`src/rtl/fetch_if.sv`:
```
// Fetch-stage bus: hazard/redirect inputs, instruction memory port and IF/ID payload.
interface fetch_if #(
    parameter int unsigned PC_WIDTH    = 32,
    parameter int unsigned INSTR_WIDTH = 16
) ();
    logic                   stall;
    logic                   redirect_valid;
    logic [PC_WIDTH-1:0]    redirect_pc;
    logic [PC_WIDTH-1:0]    imem_addr;
    logic [INSTR_WIDTH-1:0] imem_data;
    logic [INSTR_WIDTH-1:0] instruction;
    logic [PC_WIDTH-1:0]    pc;
    logic [PC_WIDTH-1:0]    nextPC;
    logic                   iamBubble;
    logic                   flush;

    // Fetch unit side
    modport master (
        input  stall, redirect_valid, redirect_pc, imem_data,
        output imem_addr, instruction, pc, nextPC, iamBubble, flush
    );

    // Pipeline / memory side
    modport slave (
        output stall, redirect_valid, redirect_pc, imem_data,
        input  imem_addr, instruction, pc, nextPC, iamBubble, flush
    );
endinterface

```
`src/rtl/fetch_unit.sv`:
```
// Instruction fetch: boots the PC from memory words 0/1, then fetches sequentially,
// inserting bubbles on stall, redirect and halt. Outputs are combinational; the IF/ID
// buffer downstream provides the pipeline register.
module fetch_unit #(
    parameter int unsigned PC_WIDTH    = 32,
    parameter int unsigned INSTR_WIDTH = 16,
    parameter logic [4:0]  HLT_OPCODE  = 5'b00001
) (
    input  logic      clk,
    input  logic      rst,
    fetch_if.master   bus
);

    typedef enum logic [1:0] {
        BOOT_LO = 2'd0,
        BOOT_HI = 2'd1,
        RUN     = 2'd2,
        HALTED  = 2'd3
    } state_t;

    state_t                 r_state;
    logic [PC_WIDTH-1:0]    r_pc;
    logic [INSTR_WIDTH-1:0] r_lo_half;

    logic [PC_WIDTH-1:0]    w_pc_inc;
    logic                   w_is_hlt;
    logic                   w_emit;

    assign w_pc_inc = r_pc + PC_WIDTH'(1);
    assign w_is_hlt = (bus.imem_data[INSTR_WIDTH-1 -: 5] == HLT_OPCODE);

    // Decide whether this cycle emits the fetched word or a bubble
    always_comb begin
        w_emit = 1'b0;
        if (r_state == RUN && !bus.redirect_valid && !bus.stall) begin
            w_emit = 1'b1;
        end
    end

    // Memory address and IF/ID payload
    always_comb begin
        bus.imem_addr   = r_pc;
        bus.instruction = '0;
        bus.pc          = '0;
        bus.nextPC      = '0;
        bus.iamBubble   = 1'b1;
        bus.flush       = 1'b0;
        case (r_state)
            BOOT_LO: bus.imem_addr = PC_WIDTH'(0);
            BOOT_HI: bus.imem_addr = PC_WIDTH'(1);
            RUN,
            HALTED:  bus.flush     = bus.redirect_valid;
            default: bus.imem_addr = r_pc;
        endcase
        if (w_emit) begin
            bus.instruction = bus.imem_data;
            bus.pc          = r_pc;
            bus.nextPC      = w_pc_inc;
            bus.iamBubble   = 1'b0;
        end
    end

    // State, PC and boot-half registers; redirect beats stall beats halt detection
    always_ff @(posedge clk) begin
        if (rst) begin
            r_state   <= BOOT_LO;
            r_pc      <= '0;
            r_lo_half <= '0;
        end else begin
            case (r_state)
                BOOT_LO: begin
                    r_lo_half <= bus.imem_data;
                    r_state   <= BOOT_HI;
                end
                BOOT_HI: begin
                    r_pc    <= PC_WIDTH'({bus.imem_data, r_lo_half});
                    r_state <= RUN;
                end
                RUN: begin
                    if (bus.redirect_valid) begin
                        r_pc <= bus.redirect_pc;
                    end else if (!bus.stall) begin
                        r_pc <= w_pc_inc;
                        if (w_is_hlt) begin
                            r_state <= HALTED;
                        end
                    end
                end
                HALTED: begin
                    if (bus.redirect_valid) begin
                        r_pc    <= bus.redirect_pc;
                        r_state <= RUN;
                    end
                end
                default: r_state <= BOOT_LO;
            endcase
        end
    end

endmodule

```
`src/flat_wrapper.sv`:
```
// flat-port wrapper written by rule: the top's interface ports become plain ports
module fetch_unit_flat 
#(
    parameter int unsigned PC_WIDTH    = 32,
    parameter int unsigned INSTR_WIDTH = 16,
    parameter logic [4:0]  HLT_OPCODE  = 5'b00001
)
  (clk, rst, bus_stall, bus_redirect_valid, bus_redirect_pc, bus_imem_data, bus_imem_addr, bus_instruction, bus_pc, bus_nextPC, bus_iamBubble, bus_flush);
  fetch_if #(.PC_WIDTH(PC_WIDTH), .INSTR_WIDTH(INSTR_WIDTH)) bus_i ();
  input  logic clk;
  input  logic rst;
  input wire logic [$bits(bus_i.stall)-1:0] bus_stall;
  input wire logic [$bits(bus_i.redirect_valid)-1:0] bus_redirect_valid;
  input wire logic [$bits(bus_i.redirect_pc)-1:0] bus_redirect_pc;
  input wire logic [$bits(bus_i.imem_data)-1:0] bus_imem_data;
  output wire logic [$bits(bus_i.imem_addr)-1:0] bus_imem_addr;
  output wire logic [$bits(bus_i.instruction)-1:0] bus_instruction;
  output wire logic [$bits(bus_i.pc)-1:0] bus_pc;
  output wire logic [$bits(bus_i.nextPC)-1:0] bus_nextPC;
  output wire logic [$bits(bus_i.iamBubble)-1:0] bus_iamBubble;
  output wire logic [$bits(bus_i.flush)-1:0] bus_flush;
  assign bus_i.stall = bus_stall;
  assign bus_i.redirect_valid = bus_redirect_valid;
  assign bus_i.redirect_pc = bus_redirect_pc;
  assign bus_i.imem_data = bus_imem_data;
  assign bus_imem_addr = bus_i.imem_addr;
  assign bus_instruction = bus_i.instruction;
  assign bus_pc = bus_i.pc;
  assign bus_nextPC = bus_i.nextPC;
  assign bus_iamBubble = bus_i.iamBubble;
  assign bus_flush = bus_i.flush;
  fetch_unit #(.PC_WIDTH(PC_WIDTH), .INSTR_WIDTH(INSTR_WIDTH), .HLT_OPCODE(HLT_OPCODE)) u_core (.clk(clk), .rst(rst), .bus(bus_i));
endmodule
```
`config.mk`:
```
export PLATFORM = sky130hd
export DESIGN_NAME = fetch_unit_flat
export DESIGN_NICKNAME = d
export VERILOG_FILES = /design/src/rtl/fetch_if.sv /design/src/rtl/fetch_unit.sv /design/src/flat_wrapper.sv
export SDC_FILE = /design/constraint.sdc
export NUM_CORES = 1
export LEC_CHECK = 0
export ABC_AREA = 1
export CORE_MARGIN = 1.5
export CORE_UTILIZATION = 48
export DETAILED_ROUTE_END_ITERATION = 6
export HOLD_SLACK_MARGIN = 0.08
export PLACE_DENSITY = 0.89
export SYNTH_ARGS = -nofsm -noshare
export SYNTH_HDL_FRONTEND = slang
export SYNTH_SLANG_ARGS = --single-unit
export TNS_END_PERCENT = 100
```
`constraint.sdc`:
```
create_clock -name clk -period 5 [get_ports clk]
set_clock_uncertainty 0.2 [all_clocks]
set_input_delay 0.5 -clock clk [delete_from_list [all_inputs] [get_ports clk]]
set_output_delay 0.5 -clock clk [all_outputs]
set_load 0.1 [all_outputs]
```
# Yosys cells after proc, flatten, opt, wreduce, memory -nomap -nowiden
# Index checks and enable logic that the tools add are counted.
# classes
n_addsub	1
muxes	16
reduce_logical	9
eq_ne	9
# op_table
operator	count
$mux 32	5
$pmux 32 s3	1
$pmux 32 s2	1
$add 32x1->32 const B	1
$mux 16	1
$mux 2	4
$pmux 2 s4	1
$ne 2x2->1 const B	3
$eq 5x1->1 const B	1
$eq 2x2->1 const B	2
$reduce_and 4->1	1
$mux 1	3
$ne 3x3->1 const B	1
$reduce_and 3->1	1
$reduce_bool 3->1	1
$eq 2x1->1 const B	1
$logic_and 1x1->1	2
$logic_not 1->1	2
$logic_not 2->1	1
$ne 2x1->1 const B	1
$reduce_or 2->1	1
# word_totals
inputBits	52
elab_cells	38
ff_bits	50
out_inout_bits	114

# Logic depth before layout (Yosys ltp)
# depth
word_depth	5
mapped_depth	11
ltp_nobuf	11

# Worst setup path before layout
# Ideal clock, no wire load.
# synth_path
path_kind	reg2out
start	register u_core.r_state[1]
end	output bus_nextPC[0]
stages_incl_launch_ff	7
path_slack_ns	1.358
arrival_time_ns	2.942
n_path_buf	2
cell_sequence	dfxtp_1 buf_4 inv_2 nor2_4 nand2_1 clkbuf_1 nor2_1
# synth_via
elab_chain_cells	5
# synth_lines
element	line	rtl
from (decl)	fetch_unit.sv:21	state_t r_state;
from (signal assigned)	fetch_unit.sv:66	r_state <= BOOT_LO;
from (signal assigned)	fetch_unit.sv:73	r_state <= BOOT_HI;
from (signal assigned)	fetch_unit.sv:77	r_state <= RUN;
$eq 2x2->1	fetch_unit.sv:35	if (r_state == RUN && !bus.redirect_valid && !bus.stall) begin
$logic_and 1x1->1 (2 in a row)	fetch_unit.sv:35	
$mux 1	fetch_unit.sv:35	
$mux 32	fetch_unit.sv:55	if (w_emit) begin
to (decl)	flat_wrapper.sv:19	output wire logic [$bits(bus_i.nextPC)-1:0] bus_nextPC;
# No other way between the ends.

# Worst setup path after layout
# layout_path
start	input bus_redirect_valid
end	output bus_nextPC[14]
# layout_via
elab_chain_cells	5
# layout_lines
element	line	rtl
from (decl)	flat_wrapper.sv:13	input wire logic [$bits(bus_i.redirect_valid)-1:0] bus_redirect_valid;
$logic_not 1->1	fetch_unit.sv:35	
$logic_and 1x1->1 (2 in a row)	fetch_unit.sv:35	
$mux 1	fetch_unit.sv:35	
$mux 32	fetch_unit.sv:55	
# No other way between the ends.

==> results_dict.tcl <==
set metrics [dict create \
    clock-sinks 50 \
    async_flop_share 0 \
    final_core_util 0.688 \
    fin_crit_sh 0.720 \
    crit_path_max_fanout 61 \
    max_freq_mhz 278 \
    worst_slew_pin_slew_ns 1.12 \
    cts_tree "done" \
    postRouteAntennaNets 0 \
    remaining_drc_errors 0 \
    setup_viol 0 \
    power_frac_comb 0.443 \
    synth_xor_area_frac 0.0230 \
    gr-usage-met1 0.487 \
    relSlewSlack 0.248 \
    hpwl_mm 12.0 \
    total_power_uw 1460 \
    synthMuxAreaShare 0 \
    die_height_um 96.4 \
    cts_made_buffers 5 \
    gp_congestion 0.959 \
    portBuffers 165 \
    synth_edf_count 0 \
    yosysUniqueCellTypes 30 \
    max-vdd-ir-drop_mv 0.167 \
    nets 938 \
    grt_pass1_wl_mm 25.2 \
    post-cts-setup-buffers 0 \
    yosys.area_share.simple 0.346 \
    crit_path_start_kind "input pin" \
    rsz0062_at_grt "no" \
    antenna_found_initial 0 \
    crit_type "input pin to output port" \
    grt_pass1_vias 4996 \
    n_fill_cell 783 \
    clock_power_share 0.191 \
    start_util 0.502 \
    drt_iter0_markers 537 \
    vias 5560 \
    yosysWarnings 0 \
    syn_area_um2 4190 \
    slew_violations 0 \
    min_path_type "flop to flop" \
    grtUsageTotal 0.354 \
    multi_input_area_um2 2510 \
    tns_ns 0 \
    syn_avg_cell_area_um2 5.61 \
    arrival_ns 2.90 \
    worstPathRequired_ns 4.30 \
    period_minus_slack_ns 3.60 \
    p_leak_uw 0.00264 \
    fp.dieArea_um2 9290 \
    dpl-instance-area_um2 5640 \
    clockBufferDepth 2 \
    drt-wirelength-per-cell_um 16.6 \
    synth_fa_ha_area_frac 0.00299 \
    use_met2 0.562 \
    yosys_most_used_dff "dfxtp_1" \
    synth_compound_area_frac 0.228 \
    fp-row-count 33 \
    synth_top_family_by_area "simple AND/OR/NAND/NOR gates" \
    synth_fp_nets 799 \
    p_sw_frac 0.487 \
    switching_power_uw 711 \
    hold_buffers 0 \
    cts_resized 0 \
    cp-end-kind "output port" \
    diodes 0 \
    status "completed" \
    seq_area_frac_synth 0.239 \
    htreeDepth 2 \
    grt_most_used_layer "met2" \
    p_per_area_nw_per_um2 255 \
    grt_overflow_total 0 \
    area.sequential_um2 1000 \
    seq_power_share 0.366 \
    max_cap_violations 0 \
    drive_gt1_frac 0.139 \
    final_cell_area_um2 5740 \
    drt-total-wl_mm 16.4 \
    ys_ff_latch 50 \
    firstDrtPassIters 5 \
    p_int_uw 749 \
    area_growth_pct 37.0 \
    finalHoldViolations 0 \
    synth_cells 746 \
    die_w_um 96.4 \
    clkTransAtPathRegs_ns 0.11 \
    io_pins 166 \
    root_buffer "clkbuf_8" \
    coreArea_um2 8340 \
    post_drt_via_cell_ratio 5.61 \
    grt.met3_usage 0.0642 \
    holdWs_ns 0.294 \
    grt_start_max_net_pins 81 \
    insertion_delay_ns 0.32 \
]
## through the flow
stage,setup WS [ns],std cells
final,1.40,991
after global routing,1.23,991
after CTS,1.44,991
after detailed placement,1.44,983
after global placement,1.52,983
after floorplan,1.36,746
## critical path: stages
cell	delay, ns
clkdlybuf4s50_1	0.39
buf_4	0.21
nor2_1	0.19
nand2_2	0.64
buf_4	0.48
a21oi_1	0.15
buf_4	0.31
## cells in the mapped netlist (7+ instances only)
library cell | instances | share of area
a211oi_1 | 15 | 0.027
a21oi_1 | 66 | 0.079
clkbuf_1 | 27 | 0.024
dfxtp_1 | 50 | 0.24
inv_1 | 124 | 0.11
inv_2 | 8 | 0.0072
nand2_1 | 153 | 0.14
nand2_2 | 7 | 0.010
nand3_1 | 32 | 0.038
nor2_1 | 147 | 0.13
nor2_4 | 7 | 0.019
o211ai_1 | 7 | 0.013
o21ai_1 | 33 | 0.039
o22ai_1 | 17 | 0.025
o32ai_1 | 15 | 0.031
xor2_1 | 11 | 0.023
## layout by cell type (no fill, tap or decap), types with 2 or more instances in the layout
cell / instances
nand2_1: 152
nor2_1: 147
inv_1: 124
buf_4: 87
clkdlybuf4s50_1: 84
a21oi_1: 66
dfxtp_1: 49
o21ai_1: 33
nand3_1: 32
o22ai_1: 17
o32ai_1: 15
a211oi_1: 15
xor2_1: 11
inv_2: 8
nand2_2: 8
nor2_4: 7
o211ai_1: 7
clkbuf_8: 6
o21ai_0: 3
nor2_2: 2
nand4_1: 2
nor3_1: 2
## path summary, 6_finish.rpt
check	from	to	slack, ns	cells past startpoint
hold / removal	u_core.r_lo_half[1]$_SDFFE_PP0P_	u_core.r_lo_half[1]$_SDFFE_PP0P_	0.29	1
hold reg to reg	u_core.r_lo_half[1]$_SDFFE_PP0P_	u_core.r_lo_half[1]$_SDFFE_PP0P_	0.29	1
setup / recovery	bus_redirect_valid	bus_nextPC[14]	1.40	7
setup reg to reg	u_core.r_state[1]$_SDFFE_PP0P_	u_core.r_pc[24]$_SDFFE_PP0P_	1.88	8
## layer usage
metal / wire length (um) / up-vias
li1: - / 2650
met1: 6740 / 2538
met2: 7430 / 342
met3: 1880 / 30
met4: 387 / 0
met5: 0 / -
## registers in the layout, summed over array words and instances (netlist names)
signal	count
u_core.r_lo_half	16
u_core.r_pc	32
u_core.r_state	2
## cell type report
cell class                 count  share of cell area
clock buffer                   6              0.0144
clock inverter                 2             0.00284
sequential                    50               0.175
timing repair buffer         171               0.260
multi-input combinational    525               0.438
inverter                     132              0.0864
tap                          105              0.0229
## cell families (layout without fill, tap and decap cells)
logic type | Yosys count | count (layout)
AO/OA/AOI/OAI | 160 | 160
XOR/XNOR | 11 | 11
adder cells (fa/ha/maj) | 1 | 1
buffers and inverters | 171 | 311
flip-flops | 50 | 50
AND/OR/NAND/NOR | 353 | 353
## power by group through the flow
| stage | clock, uW | sequential, uW | combinational [uW] |
|---|---|---|---|
| finish | 278 | 534 | 648 |
| global route | 290 | 539 | 692 |
| CTS | 273 | 529 | 636 |
| detailed placement | 0 | 538 | 633 |
| global placement | 0 | 536 | 624 |
| floorplan | 0 | 510 | 475 |
(Power assumes the default switching activity.)
